$ cat src/rtl/store_line_merge_pkg.sv
// Shared types for the store line merge buffer.
// Line, mask, tag and word-index widths plus the buffer FSM states.
package store_line_merge_pkg;

  typedef logic [15:0]  lc3b_word;
  typedef logic [1:0]   lc3b_mem_wmask;
  typedef logic [127:0] lc3b_line;
  typedef logic [15:0]  lc3b_line_mask;
  typedef logic [11:0]  lc3b_line_tag;
  typedef logic [2:0]   lc3b_word_idx;

  typedef enum logic [1:0] {
    ST_EMPTY,
    ST_VALID,
    ST_DRAIN
  } slm_state_e;

  localparam lc3b_line_mask FULL_MASK = 16'hFFFF;

  function automatic lc3b_line expand_mask(
    input lc3b_line_mask m
  );
    lc3b_line r;
    r = '0;
    for (int i = 0; i < 16; i++) begin
      r[8*i +: 8] = {8{m[i]}};
    end
    return r;
  endfunction

endpackage

$ cat src/rtl/store_line_merge_insert_16.sv
// Places a 16-bit masked store into its word slot of a 128-bit line.
// Inverse of the line-to-word extractor; bytes outside the store are zero.
module store_line_merge_insert_16
  import store_line_merge_pkg::*;
(
  input  lc3b_word      data_16,
  input  lc3b_word_idx  word_idx,
  input  lc3b_mem_wmask wmask,
  output lc3b_line      placed,
  output lc3b_line_mask sel_mask
);

  always_comb begin
    placed   = '0;
    sel_mask = '0;
    placed[16*word_idx +: 16] =
      data_16 & {{8{wmask[1]}}, {8{wmask[0]}}};
    sel_mask[2*word_idx +: 2] = wmask;
  end

endmodule

$ cat src/rtl/store_line_merge.sv
// One-entry store coalescing buffer: merges word stores into a line
// and drains it downstream as a single byte-masked line write.
module store_line_merge
  import store_line_merge_pkg::*;
#(
  parameter logic AUTO_DRAIN_FULL = 1'b1
) (
  input  logic         clk,
  input  logic         reset,
  input  logic         cpu_write,
  input  logic [15:0]  cpu_addr,
  input  logic [15:0]  cpu_wdata,
  input  logic [1:0]   cpu_wmask,
  output logic         cpu_resp,
  input  logic         flush,
  output logic         idle,
  input  logic [15:0]  chk_addr,
  output logic         chk_hit,
  output logic         mem_write,
  output logic [15:0]  mem_addr,
  output logic [127:0] mem_wdata,
  output logic [15:0]  mem_byte_mask,
  input  logic         mem_resp
);

  slm_state_e    state_q, state_d;
  lc3b_line_tag  tag_q, tag_d;
  lc3b_line      data_q, data_d;
  lc3b_line_mask mask_q, mask_d;

  lc3b_line      placed;
  lc3b_line_mask sel_mask;
  lc3b_line      merged_data;
  lc3b_line_mask merged_mask;
  logic          tag_hit;
  logic          unused_ok;

  store_line_merge_insert_16 u_insert (
    .data_16  (cpu_wdata),
    .word_idx (cpu_addr[3:1]),
    .wmask    (cpu_wmask),
    .placed   (placed),
    .sel_mask (sel_mask)
  );

  assign tag_hit     = cpu_addr[15:4] == tag_q;
  assign merged_data =
    (data_q & ~expand_mask(sel_mask)) | placed;
  assign merged_mask = mask_q | sel_mask;
  assign unused_ok   = ^{cpu_addr[0], chk_addr[3:0]};

  always_comb begin
    state_d  = state_q;
    tag_d    = tag_q;
    data_d   = data_q;
    mask_d   = mask_q;
    cpu_resp = 1'b0;
    case (state_q)
      ST_EMPTY: begin
        if (cpu_write) begin
          cpu_resp = 1'b1;
          if (cpu_wmask != 2'b00) begin
            // First store of a line starts from a zeroed line
            tag_d   = cpu_addr[15:4];
            data_d  = placed;
            mask_d  = sel_mask;
            state_d = (AUTO_DRAIN_FULL && sel_mask == FULL_MASK)
                      ? ST_DRAIN : ST_VALID;
          end
        end
      end
      ST_VALID: begin
        if (cpu_write && tag_hit) begin
          cpu_resp = 1'b1;
          data_d   = merged_data;
          mask_d   = merged_mask;
          if (AUTO_DRAIN_FULL && merged_mask == FULL_MASK) begin
            state_d = ST_DRAIN;
          end
        end else if (cpu_write || flush) begin
          state_d = ST_DRAIN;
        end
      end
      ST_DRAIN: begin
        if (mem_resp) begin
          mask_d  = '0;
          state_d = ST_EMPTY;
        end
      end
      default: state_d = ST_EMPTY;
    endcase
  end

  always_ff @(posedge clk) begin
    if (reset) begin
      state_q <= ST_EMPTY;
      tag_q   <= '0;
      data_q  <= '0;
      mask_q  <= '0;
    end else begin
      state_q <= state_d;
      tag_q   <= tag_d;
      data_q  <= data_d;
      mask_q  <= mask_d;
    end
  end

  assign idle          = state_q == ST_EMPTY;
  assign chk_hit       = (state_q != ST_EMPTY) &&
                         (chk_addr[15:4] == tag_q);
  assign mem_write     = state_q == ST_DRAIN;
  assign mem_addr      = {tag_q, 4'b0000};
  assign mem_wdata     = data_q;
  assign mem_byte_mask = mask_q;

endmodule

$ cat config.mk
export PLATFORM = sky130hd
export DESIGN_NAME = store_line_merge
export DESIGN_NICKNAME = d
export VERILOG_FILES = /design/src/rtl/store_line_merge_pkg.sv /design/src/rtl/store_line_merge_insert_16.sv /design/src/rtl/store_line_merge.sv
export SDC_FILE = /design/constraint.sdc
export NUM_CORES = 1
export LEC_CHECK = 0
export CORE_ASPECT_RATIO = 1.2
export CORE_MARGIN = 2
export CORE_UTILIZATION = 46
export CTS_CLUSTER_DIAMETER = 60
export DETAILED_ROUTE_END_ITERATION = 10
export PLACE_DENSITY_LB_ADDON = 0.12
export SETUP_SLACK_MARGIN = 0.2
export SYNTH_ARGS = -nofsm -noshare
export SYNTH_HDL_FRONTEND = slang
export SYNTH_SLANG_ARGS = --single-unit
$ cat constraint.sdc
create_clock -name clk -period 3 [get_ports clk]
set_input_delay 0.75 -clock clk [delete_from_list [all_inputs] [get_ports clk]]
set_output_delay 0.75 -clock clk [all_outputs]
set_load 0.005 [all_outputs]
==> results of run 1 <==
[power breakdown]
group / leakage [nW] / switching (mW) / internal, mW
Clock: 0.313 / 0.889 / 1.42
Combinational: 2.20 / 0.823 / 0.612
Sequential: 1.27 / 0.0654 / 2.16
[stage by stage]
| step | std cells | setup TNS, ps |
|---|---|---|
| final | 1139 | 0 |
| after global routing | 1139 | 0 |
| after CTS | 1138 | 0 |
| after global placement | 1105 | -8030 |
| after floorplan | 708 | 0 |
| after detailed placement | 1105 | -15210 |
[path summary, 6_finish.rpt]
path	slack (ps)	to	cells after the start	from
worst max-delay path	310	cpu_resp	7	cpu_addr[10]
worst min-delay path	460	mem_wdata[117]$_SDFFE_PP0P_	2	mem_wdata[117]$_SDFFE_PP0P_
worst max register to register	600	mem_wdata[45]$_SDFFE_PP0P_	10	tag_q[5]$_SDFFE_PP0P_
worst min register to register	460	mem_wdata[117]$_SDFFE_PP0P_	2	mem_wdata[117]$_SDFFE_PP0P_
[layout make-up]
| class | count | area, µm² | area share [%] |
|---|---|---|---|
| clock buffers | 19 | 443 | 4.32 |
| clock inverters | 13 | 186 | 1.82 |
| inverters | 8 | 30.0 | 0.293 |
| multi-input cells | 501 | 3510 | 34.2 |
| flip-flops and latches | 158 | 3160 | 30.8 |
| well taps | 175 | 219 | 2.13 |
| repair buffers | 265 | 2710 | 26.4 |
[routing by layer]
layer	share of wire (%)	up-vias
li1	-	2944
met1	41	2928
met2	50	196
met3	7.0	25
met4	1.5	0
met5	0	-
[state kept, by name (all words and copies together), names as in the netlist]
signal and cells:
mem_wdata 128, tag_q 12, mem_byte_mask 16, state_q 2
[cell usage after synthesis (all sizes together), types with 6 or more instances]
library cell	n
dfxtp	158
nand2b	17
clkbuf	23
nor2	29
a211oi	16
inv	7
nand4	9
a21oi	21
nand3	10
nand2	145
ha	6
nor3	7
a31oi	6
xnor2	19
o21ai	28
mux2i	116
buf	18
a22o	16
[cell families after synthesis]
logic type | after synthesis
fa+ha+maj | 6
compound gates | 104
xor+xnor | 24
simple gates | 246
mux | 117
other cells | 1
buf+inv | 49
flops | 158
[repair_timing]
item | 4_1_cts | 5_1_grt
endpoints found under the setup margin | 7 | 32
resized for setup | 35 | 32
pin swaps | 19 | 19
buffers inserted | 1 | 1
[tightest hold or removal path: stages, from the launching register on]
cell and delay [ps]:
dfxtp_1 310, nand2_1 50, mux2i_1 50
==> reports/metrics.cfg, run 1 <==
[global_route]
use_met3_pct = 8.06
top_usage_layer = met2
gr-total-overflow = 0
grt_pass1_wl_mm = 31.6
grt_max_degree = 57
antenna_found_initial = 0
met2_usage_pct = 44.5
grtUsageMet1_pct = 30.6
grt_pass1_vias = 6107
track_usage_pct = 25.8

[finish]
n_fill_cell = 1087
antenna-diode-count = 0
stdcell_area_um2 = 10300
mostFrequentLayoutCell = clkdlybuf4s50_1
final_util_pct = 71.5
final_nets = 1012
syn_to_final_growth_pct = 52.3
final_layout_size_suffix_gt1_share_pct = 13.1
layout_common_cells = 187 x clkdlybuf4s50_1, 158 x dfxtp_1, 143 x nand2_1

[logic_synthesis]
synth.area.mux_share_pct = 17.4
synth_top_family_by_area = simple AND/OR/NAND/NOR gates
yosysTopAreaCell = dfxtp_1
synthDistinctLibCells = 49
synthSimpleGateAreaFrac_pct = 17.8
synth_compound_area_share_pct = 10.3
synthAdderAreaFrac_pct = 1.11
synth_edf_count = 0
ys.flop_type = dfxtp_1
syn_area_um2 = 6730
avgSynthCellArea_um2 = 9.55
synthTopCellsByArea = dfxtp_1 47%, mux2i_1 17%, nand2_1 8.1%, xnor2_1 2.5%, a22o_1 2.1%
synth-warning-count = 0
seq_area_frac_synth_pct = 47.0
async_reset_ff_share_pct = 0
synth_cells = 705
synth_top_area_share_pct = 47.0
synth_xor_area_share_pct = 3.12
synth-seq-cells = 158

[clock_tree]
path_clk_slew_ps = 60
htreeDepth = 4
cts_made_buffers = 17
clk_path_buf_depth = 2
cts-root-buf = clkbuf_16
clkSinkCount = 158
cts_tree = yes
cts.hold.buffers_added = 0
clock_latency_ps = 420

[route]
via_per_inst = 5.35
drtIter0Drc = 339
wire_per_inst_um = 17.9
ant_nets = 0
drc_errors = 0
routed_wl_mm = 20.3
dr.pass1.iters = 5
num_vias = 6093

[run_status]
status = finished, final reports clean

[sta]
setup_violations = 0
relSlewSlack_pct = 64.3
fmax_mhz = 372
period_share_pct = 89.5
tightest_slew_ps = 536
rsz0062_at_grt = false
fin_ws_ps = 314
hold_violations = 0
finalClockSkew_ps = 5.63
layout_min_cycle_time_ps = 2690
hold_slack_ps = 458
drv_slew = 0

[pwr]
power_density_nw_per_um2 = 583
total_power_mw = 5.98
p_leak_nw = 3.79
vdd_drop_max_v = 0.000351

[floorplanning]
dieArea_um2 = 15600
die_w_um = 114
fp.dieH_um = 137
core-area_um2 = 14400
num_rows = 48
io_pins = 219
start_util_pct = 46.9

[placed_design]
dpl-instance-area_um2 = 9500
preCtsSetupSlack_ps = -422
hpwlAfterDp_mm = 15.0
port_buffers = 209
gp_congestion = 0.917

[setup_path]
cp.required_ps = 2250
worst_path_largest_cell_delay_ps = 270
path_cells = dlygate4sd2_1, xnor2_1, nand4_1, nor4_4, and2_4, a21o_1, buf_2
cp-start-kind = input pin
cp_top_family = simple AND/OR/NAND/NOR gates
arrival_ps = 1940
critical_path_class = in2out
crit_buf_inv = 2
end_kind = output pin
cpMaxStageDelayCell = dlygate4sd2_1
crit_fanout = 2

[job]
drv_cap = 0

[worst_hold_path]
hold_class = reg2reg

(Power assumes the default switching activity.)
==> run 2, diff against run 1 <==
--- a/config.mk
+++ b/config.mk
@@ -12,6 +12,7 @@
 export DETAILED_ROUTE_END_ITERATION = 10
 export PLACE_DENSITY_LB_ADDON = 0.12
 export SETUP_SLACK_MARGIN = 0.2
+export SKIP_LAST_GASP = 1
 export SYNTH_ARGS = -nofsm -noshare
 export SYNTH_HDL_FRONTEND = slang
 export SYNTH_SLANG_ARGS = --single-unit
==> results of run 2 <==
The final DEF is identical to that of run 1; final timing and power are the same.
